==> src/rtl/usb_pkg.sv <==
// usb_pkg: shared types and constants for the USB full-speed transmit path.
//   tx_packet_t  - request codes presented on tx_packet
//   tx_state_t   - transmit FSM states
//   PID_*        - 4-bit packet identifiers
//   SYNC_BYTE    - sync pattern, sent LSB-first
//   CRC16_*      - data CRC polynomial and init value
//   LINE_*       - {dp, dm} line encodings
package usb_pkg;

  typedef enum logic [2:0] {
    PKT_INVALID = 3'd0,
    PKT_DATA0   = 3'd1,
    PKT_DATA1   = 3'd2,
    PKT_ACK     = 3'd3,
    PKT_NAK     = 3'd4,
    PKT_STALL   = 3'd5
  } tx_packet_t;

  typedef enum logic [2:0] {
    ST_IDLE, ST_SYNC, ST_PID, ST_DATA, ST_CRC, ST_EOP, ST_EOPJ
  } tx_state_t;

  localparam logic [3:0] PID_DATA0 = 4'h3;
  localparam logic [3:0] PID_DATA1 = 4'hB;
  localparam logic [3:0] PID_ACK   = 4'h2;
  localparam logic [3:0] PID_NAK   = 4'hA;
  localparam logic [3:0] PID_STALL = 4'hE;

  localparam logic [7:0]  SYNC_BYTE  = 8'h80;
  localparam logic [15:0] CRC16_POLY = 16'h8005;  // x^16 + x^15 + x^2 + 1
  localparam logic [15:0] CRC16_INIT = 16'hFFFF;

  // {dp, dm}
  localparam logic [1:0] LINE_J   = 2'b10;
  localparam logic [1:0] LINE_K   = 2'b01;
  localparam logic [1:0] LINE_SE0 = 2'b00;

  function automatic logic packet_valid(input logic [2:0] code);
    return (code >= 3'd1) && (code <= 3'd5);
  endfunction

  // Full PID byte: check nibble in the upper half.
  function automatic logic [7:0] pid_byte(input tx_packet_t pkt);
    logic [3:0] pid;
    case (pkt)
      PKT_DATA0: pid = PID_DATA0;
      PKT_DATA1: pid = PID_DATA1;
      PKT_ACK:   pid = PID_ACK;
      PKT_NAK:   pid = PID_NAK;
      PKT_STALL: pid = PID_STALL;
      default:   pid = 4'h0;
    endcase
    return {~pid, pid};
  endfunction

  function automatic logic [15:0] reverse16(input logic [15:0] v);
    logic [15:0] r;
    for (int i = 0; i < 16; i++) r[i] = v[15-i];
    return r;
  endfunction

  // Payload is shifted in LSB-first, so the register runs in reflected form.
  localparam logic [15:0] CRC16_POLY_REFL = reverse16(CRC16_POLY);

endpackage

==> src/rtl/usb_tx_crc16.sv <==
// usb_tx_crc16: serial CRC16 over payload bits, LSB-first (reflected form).
//   clk, n_rst  - clock and synchronous active-high reset
//   clear       - reload the init value (start of packet)
//   shift_en    - absorb bit_in this cycle
//   bit_in      - payload bit
//   crc_out     - inverted remainder; bit 0 is transmitted first
module usb_tx_crc16
  import usb_pkg::*;
(
  input  logic        clk,
  input  logic        n_rst,
  input  logic        clear,
  input  logic        shift_en,
  input  logic        bit_in,
  output logic [15:0] crc_out
);

  logic [15:0] crc_reg;

  always_ff @(posedge clk) begin
    if (n_rst || clear) begin
      crc_reg <= CRC16_INIT;
    end else if (shift_en) begin
      crc_reg <= (crc_reg >> 1) ^ ((crc_reg[0] ^ bit_in) ? CRC16_POLY_REFL : 16'h0000);
    end
  end

  assign crc_out = ~crc_reg;

endmodule

==> src/rtl/usb_tx.sv <==
// usb_tx: USB full-speed packet transmitter (SYNC, PID, payload, CRC16,
// bit stuffing, NRZI, EOP).
//   clk, n_rst          - clock and synchronous active-high reset
//   tx_start/tx_packet  - request pulse and packet type
//   tx_packet_data      - FIFO head byte (first-word-fall-through)
//   buffer_occupancy    - FIFO byte count
//   get_tx_packet_data  - one-cycle FIFO pop strobe
//   tx_transfer_active  - packet in progress (through the idle J bit)
//   tx_error            - last request had an invalid type
//   dp, dm              - USB line
module usb_tx
  import usb_pkg::*;
#(
  parameter int CLKS_PER_BIT = 8,
  parameter int MAX_BYTES    = 64
) (
  input  logic       clk,
  input  logic       n_rst,
  input  logic       tx_start,
  input  logic [2:0] tx_packet,
  input  logic [7:0] tx_packet_data,
  input  logic [6:0] buffer_occupancy,
  output logic       get_tx_packet_data,
  output logic       tx_transfer_active,
  output logic       tx_error,
  output logic       dp,
  output logic       dm
);

  localparam int TW = (CLKS_PER_BIT > 1) ? $clog2(CLKS_PER_BIT) : 1;
  localparam int BW = $clog2(MAX_BYTES + 1);
  localparam logic [TW-1:0] TIMER_TOP = TW'(CLKS_PER_BIT - 1);
  localparam logic [BW-1:0] BYTES_MAX = BW'(MAX_BYTES);

  tx_state_t   state_reg, state_next;
  tx_packet_t  pkt_reg, pkt_next;
  logic [TW-1:0] timer_reg, timer_next;
  logic [3:0]  bit_cnt_reg, bit_cnt_next;
  logic [7:0]  shift_reg, shift_next;
  logic [2:0]  ones_reg, ones_next;
  logic [1:0]  line_reg, line_next;
  logic [BW-1:0] byte_cnt_reg, byte_cnt_next;
  logic        error_reg, error_next;
  logic        active_reg, active_next;
  logic        get_reg, get_next;

  logic        crc_clear, crc_shift, crc_bit;
  logic [15:0] crc_out;
  logic [7:0]  pid_bits;
  logic [3:0]  idx_next;
  logic        boundary, launch, launch_bit, byte_end;

  assign pid_bits = pid_byte(pkt_reg);
  assign idx_next = bit_cnt_reg + 4'd1;
  assign boundary = (timer_reg == '0);

  usb_tx_crc16 u_crc (
    .clk      (clk),
    .n_rst    (n_rst),
    .clear    (crc_clear),
    .shift_en (crc_shift),
    .bit_in   (crc_bit),
    .crc_out  (crc_out)
  );

  always_ff @(posedge clk) begin
    if (n_rst) begin
      state_reg    <= ST_IDLE;
      pkt_reg      <= PKT_ACK;
      timer_reg    <= '0;
      bit_cnt_reg  <= '0;
      shift_reg    <= '0;
      ones_reg     <= '0;
      line_reg     <= LINE_J;
      byte_cnt_reg <= '0;
      error_reg    <= 1'b0;
      active_reg   <= 1'b0;
      get_reg      <= 1'b0;
    end else begin
      state_reg    <= state_next;
      pkt_reg      <= pkt_next;
      timer_reg    <= timer_next;
      bit_cnt_reg  <= bit_cnt_next;
      shift_reg    <= shift_next;
      ones_reg     <= ones_next;
      line_reg     <= line_next;
      byte_cnt_reg <= byte_cnt_next;
      error_reg    <= error_next;
      active_reg   <= active_next;
      get_reg      <= get_next;
    end
  end

  always_comb begin
    state_next    = state_reg;
    pkt_next      = pkt_reg;
    timer_next    = timer_reg;
    bit_cnt_next  = bit_cnt_reg;
    shift_next    = shift_reg;
    ones_next     = ones_reg;
    line_next     = line_reg;
    byte_cnt_next = byte_cnt_reg;
    error_next    = error_reg;
    active_next   = active_reg;
    get_next      = 1'b0;
    crc_clear     = 1'b0;
    crc_shift     = 1'b0;
    crc_bit       = 1'b0;
    launch        = 1'b0;
    launch_bit    = 1'b0;
    byte_end      = 1'b0;

    if (state_reg != ST_IDLE) begin
      timer_next = boundary ? TIMER_TOP : timer_reg - 1'b1;
    end

    case (state_reg)
      ST_IDLE: begin
        if (tx_start) begin
          if (packet_valid(tx_packet)) begin
            pkt_next      = tx_packet_t'(tx_packet);
            error_next    = 1'b0;
            active_next   = 1'b1;
            state_next    = ST_SYNC;
            timer_next    = TIMER_TOP;
            bit_cnt_next  = '0;
            byte_cnt_next = '0;
            crc_clear     = 1'b1;
            // NRZI reference is J here; first sync bit goes straight out.
            ones_next     = SYNC_BYTE[0] ? 3'd1 : 3'd0;
            line_next     = SYNC_BYTE[0] ? LINE_J : LINE_K;
          end else begin
            error_next = 1'b1;
          end
        end
      end

      ST_SYNC, ST_PID, ST_DATA, ST_CRC: begin
        if (boundary) begin
          if (ones_reg == 3'd6) begin
            // Stuff bit: forced transition, field position untouched.
            ones_next = '0;
            line_next = ~line_reg;
          end else begin
            case (state_reg)
              ST_SYNC: begin
                launch = 1'b1;
                if (bit_cnt_reg == 4'd7) begin
                  state_next   = ST_PID;
                  bit_cnt_next = '0;
                  launch_bit   = pid_bits[0];
                end else begin
                  bit_cnt_next = idx_next;
                  launch_bit   = SYNC_BYTE[idx_next[2:0]];
                end
              end
              ST_PID: begin
                if (bit_cnt_reg != 4'd7) begin
                  launch       = 1'b1;
                  bit_cnt_next = idx_next;
                  launch_bit   = pid_bits[idx_next[2:0]];
                end else if (pkt_reg == PKT_DATA0 || pkt_reg == PKT_DATA1) begin
                  byte_end = 1'b1;
                end else begin
                  state_next   = ST_EOP;
                  bit_cnt_next = '0;
                  line_next    = LINE_SE0;
                end
              end
              ST_DATA: begin
                if (bit_cnt_reg != 4'd7) begin
                  launch       = 1'b1;
                  bit_cnt_next = idx_next;
                  launch_bit   = shift_reg[idx_next[2:0]];
                  crc_shift    = 1'b1;
                  crc_bit      = launch_bit;
                end else begin
                  byte_end = 1'b1;
                end
              end
              default: begin  // ST_CRC
                if (bit_cnt_reg != 4'd15) begin
                  launch       = 1'b1;
                  bit_cnt_next = idx_next;
                  launch_bit   = crc_out[idx_next];
                end else begin
                  state_next   = ST_EOP;
                  bit_cnt_next = '0;
                  line_next    = LINE_SE0;
                end
              end
            endcase
          end
        end
      end

      ST_EOP: begin
        if (boundary) begin
          if (bit_cnt_reg == 4'd1) begin
            state_next   = ST_EOPJ;
            bit_cnt_next = '0;
            line_next    = LINE_J;
          end else begin
            bit_cnt_next = idx_next;
          end
        end
      end

      ST_EOPJ: begin
        if (boundary) begin
          state_next  = ST_IDLE;
          active_next = 1'b0;
          timer_next  = '0;
        end
      end

      default: state_next = ST_IDLE;
    endcase

    // Byte boundary in the payload: fetch another byte or close with CRC.
    // Occupancy is looked at only here.
    if (byte_end) begin
      launch       = 1'b1;
      bit_cnt_next = '0;
      if (buffer_occupancy != 7'd0 && byte_cnt_reg < BYTES_MAX) begin
        state_next    = ST_DATA;
        shift_next    = tx_packet_data;
        get_next      = 1'b1;
        byte_cnt_next = byte_cnt_reg + 1'b1;
        launch_bit    = tx_packet_data[0];
        crc_shift     = 1'b1;
        crc_bit       = tx_packet_data[0];
      end else begin
        state_next = ST_CRC;
        launch_bit = crc_out[0];
      end
    end

    // NRZI: 1 holds the line, 0 toggles it.
    if (launch) begin
      if (launch_bit) begin
        ones_next = ones_reg + 3'd1;
      end else begin
        ones_next = '0;
        line_next = ~line_reg;
      end
    end
  end

  assign dp                 = line_reg[1];
  assign dm                 = line_reg[0];
  assign get_tx_packet_data = get_reg;
  assign tx_transfer_active = active_reg;
  assign tx_error           = error_reg;

endmodule

==> config.mk <==
export PLATFORM = sky130hd
export DESIGN_NAME = usb_tx
export DESIGN_NICKNAME = d
export VERILOG_FILES = /design/src/rtl/usb_pkg.sv /design/src/rtl/usb_tx_crc16.sv /design/src/rtl/usb_tx.sv
export SDC_FILE = /design/constraint.sdc
export NUM_CORES = 1
export LEC_CHECK = 0
export CAP_MARGIN = 20
export CORE_MARGIN = 2
export CORE_UTILIZATION = 29
export CTS_CLUSTER_DIAMETER = 30
export DETAILED_ROUTE_END_ITERATION = 10
export GPL_TIMING_DRIVEN = 0
export HOLD_SLACK_MARGIN = 0.03
export PLACE_DENSITY_LB_ADDON = 0.3
export SLEW_MARGIN = 20
export SYNTH_ARGS = -nofsm -noshare
export SYNTH_HDL_FRONTEND = slang
export SYNTH_SLANG_ARGS = --single-unit
==> constraint.sdc <==
create_clock -name clk -period 4.65 [get_ports clk]
set_input_delay 0.6975 -clock clk [delete_from_list [all_inputs] [get_ports clk]]
set_output_delay 0.6975 -clock clk [all_outputs]
set_load 0.05 [all_outputs]
==> metrics.log, run 1 <==
[metrics] via count of the first global-routing pass: between 2,000 and 3,000
[metrics] area share of the largest cell type after synthesis: 0.340
[metrics] number of buffer and inverter stages on the critical path: 3
[metrics] critical path launch point type: register
[metrics] Total GRT Usage: 0.140
[metrics] number of hold violations in the final report: 0
[metrics] unrepaired setup endpoints after global routing: false
[metrics] PwrDens: 420 nW/µm²
[metrics] vias after detailed routing: around 2,800
[metrics] count of cells resized by post-cts repair: 0
[metrics] flops & latches, synth: 52
[metrics] proportion of synthesized chip area in sequential cells: 0.340
[metrics] Final Routed Wirelength: approximately 7.7 mm
[metrics] Critical Path Sink Type: register
[metrics] # hold bufs at CTS: 0
[metrics] number of remaining DRC errors: 0
[metrics] dominant delay contributor by cell family on the critical path: multiplexers
[metrics] largest vdd supply drop: around 0.22 mV
[metrics] fraction of the cycle the final worst path needs: 0.761
[metrics] Critical Path RT: around 4.9 ns
[metrics] TritonCTS clock tree: yes
[metrics] EDFF count, synth: 0
[metrics] TritonCTS Buffers: 5
[metrics] global-route wire length before repair: ~13 mm
[metrics] transition at the pin with the smallest max-transition slack: around 0.80 ns
[metrics] number of port buffers: 23
[metrics] Slew HR: 0.467
[metrics] post-detailed-placement half-perimeter wirelength: approximately 5.8 mm
[metrics] clock latency on the worst-skew pair: approximately 0.32 ns
[metrics] most common library cells after synthesis: nand2_1 (59), dfxtp_1 (52), a21oi_1 (38), nor2_1 (35), mux2i_1 (21)
[metrics] setup violators final: 0
[metrics] synthesized instance count: between 300 and 400
[metrics] Max Clock Freq: roughly 280 MHz
[metrics] cell with the largest stage delay on the worst path: dfxtp_1
[metrics] area of the die: 11,400 µm²
[metrics] final estimated routing congestion in global placement: between 0.8 and 0.9
[metrics] Clock Tree Buf Depth: 2
[metrics] net count of the finished layout: ~440
[metrics] delay of the slowest critical-path stage: roughly 0.55 ns
[metrics] top post-synthesis cells by area: dfxtp_1 (34%), nand2_1 (7.2%), mux2i_1 (6.9%)
[metrics] Unique masters post-synth: 58
[metrics] sequence of cells on the critical path: buf_2 -> inv_1 -> ha_1 -> buf_6 -> mux4_2 -> mux2i_1 -> o21bai_1 -> o21bai_1 -> or3_4 -> a41oi_4 -> nand2_2 -> mux2_4
[metrics] number of max-capacitance violations reported: 0
[metrics] Async S/R FF share, synth: 0
[metrics] n_diodes: 0
[metrics] static leakage: approximately 1.4 nW
[metrics] PnR worst setup slack: about 1.1 ns
[metrics] routed wirelength normalized by instance count: 14.3 µm
[metrics] vias per inst: between 5 and 6
[metrics] largest net degree at the start of global routing: 20
[metrics] Clock Sink Count: between 50 and 60
[metrics] CP Class: register to register
[metrics] buffer type at the clock tree root: clkbuf_8
[metrics] synthesized netlist net count: ~410
[metrics] H-tree depth: 2
[metrics] layout cell share with drive strength beyond 1: 0.0565
[metrics] average size of a mapped cell: 8.15 µm²
[metrics] warnings from Yosys: 0
[metrics] setup total negative slack: 0 ns
[metrics] clock slew seen by the registers of the worst setup and hold paths: 0.11 ns
[metrics] number of max-slew violations in the final report: 0
[metrics] initial core utilization: 0.298
[metrics] initial antenna violation count: 0
[metrics] Min Clock Period, post-route: approximately 3.5 ns
[metrics] Post CTS Setup Buffer Count: 0
[metrics] num rows: 37
[metrics] Layout Area Growth over Synthesis: 16.3%
[metrics] largest clock skew in the final design: roughly 0.011 ns
[metrics] core box area: 10,300 µm²
[metrics] floorplan die height: between 100 and 150 µm
[metrics] status: finished clean
[metrics] ys flop type: dfxtp_1
[metrics] Hold Crit Class: register to register
[metrics] drt first pass iters: 4
[metrics] iteration-0 DRC count of the detailed router: 120
[metrics] Worst Path Max Fanout: 10
[metrics] most repeated cell in the gate-level netlist after synthesis: nand2_1
[metrics] horizontal die dimension: 107 µm
[metrics] netlist area before placement: around 3000 µm²
[metrics] CP most frequent cell: o21bai_1
[metrics] global route total overflow: 0
[metrics] number of flip-flops in the largest register: 16
[metrics] slack of the worst reg-to-reg path: 1.11 ns
[metrics] num ports: 26
[metrics] remaining antenna violation count after routing: 0
[metrics] worst setup slack after placement: ~1.1 ns
[metrics] data arrival time at the worst-slack endpoint: approximately 3.8 ns
[metrics] most area-hungry cell type in the Yosys netlist: dfxtp_1
path summary, 6_finish.rpt:
check,cells past startpoint,startpoint,endpoint
setup / recovery,12,bit_cnt_reg[0],line_reg[0]
hold / removal,2,shift_reg[2],shift_reg[2]
hold reg to reg,2,shift_reg[2],shift_reg[2]
setup reg to reg,12,bit_cnt_reg[0],line_reg[0]
through the flow:
stage | hold WS [ns] | total power, mW | area [µm²] | utilization | instances
final | 0.460 | 1.49 | 3560 | 0.346 | 543
after global routing | 0.484 | 1.61 | 3560 | 0.346 | 543
after CTS | 0.458 | 1.50 | 3560 | 0.346 | 543
after detailed placement | 0.442 | 1.21 | 3460 | 0.337 | 535
after global placement | 0.437 | 1.20 | 3460 | 0.337 | 535
after floorplan | 0.432 | 1.03 | 3060 | - | 376
cells in the final DEF, fill, tap and decap left out, types with 6 or more instances in the layout:
cell,netlist,layout
a211oi_1,8,8
nand3_1,9,9
clkbuf_1,15,15
nand2_1,59,59
inv_1,10,10
nor3_1,16,16
dfxtp_1,52,52
clkdlybuf4s50_1,0,23
mux2i_1,21,21
a21oi_1,38,38
nand2b_1,6,6
nor2_1,35,35
o21ai_0,17,17
ha_1,9,9
routing by layer:
layer  wire length, µm  vias to the layer above  global-route usage  part of all wire
met3               313                       13              0.0243             0.040
met4                77                        0              0.0380            0.0099
met5                 0                        -                   0                 0
met2              3570                       46               0.229              0.46
met1              3780                     1319               0.189              0.49
li1                  -                     1414                   -                 -
cells by family (layout without fill, tap and decap cells):
| group | count (synthesis) | count (layout) | share of synthesized area |
|---|---|---|---|
| buf+inv | 31 | 62 | 0.0421 |
| flops | 52 | 52 | 0.340 |
| simple gates | 150 | 150 | 0.228 |
| compound gates | 97 | 97 | 0.203 |
| fa+ha+maj | 10 | 10 | 0.0400 |
| mux | 29 | 29 | 0.127 |
| xor+xnor | 7 | 7 | 0.0200 |
tightest hold or removal path: stages, from the launching register on:
cell     delay, ns
dfxtp_1       0.32
nand2_1       0.05
a21oi_1       0.05
final cells by class:
class | instances | area, µm²
buffer | 21 | 91.3
clock buffer | 5 | 68.8
clock inverter | 3 | 28.8
fill | 1108 | 6720
inverter | 10 | 37.5
multi-input combinational | 293 | 1890
sequential | 52 | 1040
tap | 136 | 170
timing repair buffer | 23 | 230
power breakdown:
part	internal, mW	switching, mW	leakage (nW)	total [mW]
Sequential	0.487	0.0364	0.422	0.523
Combinational	0.249	0.434	0.903	0.684
Clock	0.114	0.173	0.0511	0.287
Total	0.850	0.644	1.38	1.49
(Power assumes the default switching activity.)
==> run 2: changes to the inputs <==
- clock period: 4.65 -> 3.35 ns (I/O delays scaled with it)
==> metrics.log, run 2 (synthesis results as in run 1) <==
[metrics] iteration-0 DRC count of the detailed router: 120
[metrics] remaining antenna violation count after routing: 0
[metrics] Min Clock Period, post-route: roughly 3.2 ns
[metrics] combinational share of power: 0.468
[metrics] clock latency on the worst-skew pair: between 0.3 and 0.4 ns
[metrics] cell count of the worst reg-to-reg path: 12
[metrics] Int Power: about 1.2 mW
[metrics] Critical Path RT: approximately 3.6 ns
[metrics] number of max-slew violations in the final report: 0
[metrics] setup total negative slack: 0 ns
[metrics] num rows: 37
[metrics] Final Routed Wirelength: 7.80 mm
[metrics] Finished Core Util: 0.354
[metrics] leading cell type in the layout, fill and taps excluded: nand2_1
[metrics] status: finished clean
[metrics] dominant delay contributor by cell family on the critical path: multiplexers
[metrics] total power of the final layout: roughly 2.1 mW
[metrics] critical path launch point type: register
[metrics] net count of the finished layout: roughly 440
[metrics] unrepaired setup endpoints after global routing: false
[metrics] sequence of cells on the critical path: buf_8 -> inv_1 -> ha_1 -> buf_6 -> mux4_2 -> mux2i_2 -> o21bai_1 -> o21bai_1 -> or3_4 -> a41oi_4 -> nand2_2 -> mux2_4
[metrics] HP Start: shift_reg[2]
[metrics] buffer type at the clock tree root: clkbuf_8
[metrics] static leakage: 1.42 nW
[metrics] largest net degree at the start of global routing: 20
[metrics] Worst Path Max Fanout: 10
[metrics] slack of the worst reg-to-reg path: about 0.17 ns
[metrics] via count of the first global-routing pass: about 2,700
[metrics] H-tree depth: 2
[metrics] clock power share: 0.189
[metrics] global route total overflow: 0
[metrics] final estimated routing congestion in global placement: 0.888
[metrics] launch point of the worst reg-to-reg path: bit_cnt_reg[0]
[metrics] horizontal die dimension: about 110 µm
[metrics] transition at the pin with the smallest max-transition slack: around 0.8 ns
[metrics] number of flip-flops in the largest register: 16
[metrics] layout cell share with drive strength beyond 1: 0.0795
[metrics] Clock Sink Count: 52
[metrics] largest vdd supply drop: 0.305 mV
[metrics] number of hold violations in the final report: 0
[metrics] core box area: 10,300 µm²
[metrics] P_sw: 0.901 mW
[metrics] number of max-capacitance violations reported: 0
[metrics] Max Clock Freq: between 300 and 400 MHz
[metrics] TritonCTS clock tree: yes
[metrics] vias per inst: between 5 and 6
[metrics] number of remaining DRC errors: 0
[metrics] number of port buffers: 23
[metrics] sequential cell fraction of total power: 0.343
[metrics] clock slew seen by the registers of the worst setup and hold paths: approximately 0.11 ns
[metrics] Total GRT Usage: 0.140
[metrics] num ports: 26
[metrics] Layout Area Growth over Synthesis: 18.8%
[metrics] floorplan die height: ~110 µm
[metrics] leading cell types in the layout, fill and taps excluded: nand2_1 (59), dfxtp_1 (51), a21oi_1 (38)
[metrics] PnR worst setup slack: between 0.15 and 0.2 ns
[metrics] endpoint of the most critical register-to-register path: line_reg[0]
[metrics] global-route wire length before repair: approximately 13 mm
[metrics] CP most frequent cell: o21bai_1
[metrics] # hold bufs at CTS: 0
[metrics] delay of the slowest critical-path stage: 0.50 ns
[metrics] WHS Endpoint: shift_reg[2]
[metrics] logic depth of the worst path, buffers included: 12
[metrics] cell with the largest stage delay on the worst path: mux4_2
[metrics] Critical Path Sink Type: register
[metrics] fraction of the cycle the final worst path needs: 0.951
[metrics] Hold Crit Class: register to register
[metrics] Slew HR: 0.467
[metrics] vias after detailed routing: between 2,000 and 3,000
[metrics] initial core utilization: 0.298
[metrics] setup violators final: 0
[metrics] drt first pass iters: 4
[metrics] area of the die: ~11,000 µm²
[metrics] Switching Fraction: 0.426
[metrics] post-detailed-placement half-perimeter wirelength: approximately 6 mm
[metrics] PwrDens: a little under 600 nW/µm²
[metrics] data arrival time at the worst-slack endpoint: ~3.4 ns
[metrics] n_diodes: 0
[metrics] Clock Tree Buf Depth: 2
[metrics] worst setup slack after placement: -0.221 ns
[metrics] TritonCTS Buffers: 5
[metrics] largest clock skew in the final design: approximately 0.012 ns
[metrics] initial antenna violation count: 0
[metrics] number of buffer and inverter stages on the critical path: 3
[metrics] CP Class: register to register
[metrics] routed wirelength normalized by instance count: around 14 µm
[metrics] instance count along the most critical hold path: 2
-- run 2: cell count changes in the layout (fill, tap and decap cells not counted), sizes merged --
cell	previous run	this run
buf	6	14
-- run 2: repair_timing --
item / 4_1_cts / 5_1_grt
gates resized for setup: 3 / 3
pin swaps: 0 / 1
endpoints found under the setup margin: 4 / 3
setup buffers: 0 / 8
-- run 2: stage by stage --
step                std cells  instance area, µm²  hold slack, ns
CTS                       543                3570           0.458
global placement          535                3460           0.437
global route              551                3640           0.484
floorplan                 376                3060           0.432
finish                    551                3640           0.457
detailed placement        535                3460           0.442
-- run 2: area by class of cell --
class	count	area (µm²)
plain buffers	21	101
clock buffers	5	68.8
clock inverters	3	28.8
fillers	1099	6640
inverters	10	37.5
multi-input cells	293	1900
flip-flops and latches	52	1040
well taps	136	170
repair buffers	31	290
-- run 2: metal layers --
layer  global-route usage  up-vias  routed length (µm)
met5                    0        -                   0
met4               0.0380        0                  48
li1                     -     1432                   -
met2                0.229       60                3580
met3               0.0243        9                 333
met1                0.189     1340                3840
-- run 2: worst reg2reg max path: stages, from the launching register on --
cell and delay, ns:
dfxtp_4 0.40, buf_8 0.14, inv_1 0.05, ha_1 0.28, buf_6 0.12, mux4_2 0.51, mux2i_2 0.20, o21bai_1 0.09
o21bai_1 0.15, or3_4 0.40, a41oi_4 0.34, nand2_2 0.10, mux2_4 0.30
-- run 2: worst max-delay path by stage --
stage	startpoint	to	slack, ns
2_1_floorplan	bit_cnt_reg[0]	line_reg[0]	0.28
3_3_place_gp	bit_cnt_reg[0]	line_reg[0]	-0.20
3_5_place_dp	bit_cnt_reg[0]	line_reg[0]	-0.22
4_1_cts	bit_cnt_reg[0]	line_reg[0]	0.01
5_1_grt	bit_cnt_reg[0]	line_reg[0]	0.0003
6_report	bit_cnt_reg[0]	line_reg[0]	0.17
-- run 2: power by group through the flow --
stage / combinational (mW) / sequential [mW] / clock, mW
final: 0.991 / 0.725 / 0.401
after global routing: 1.10 / 0.734 / 0.439
after CTS: 0.941 / 0.729 / 0.416
after detailed placement: 0.934 / 0.741 / 0
after global placement: 0.925 / 0.738 / 0
after floorplan: 0.639 / 0.786 / 0
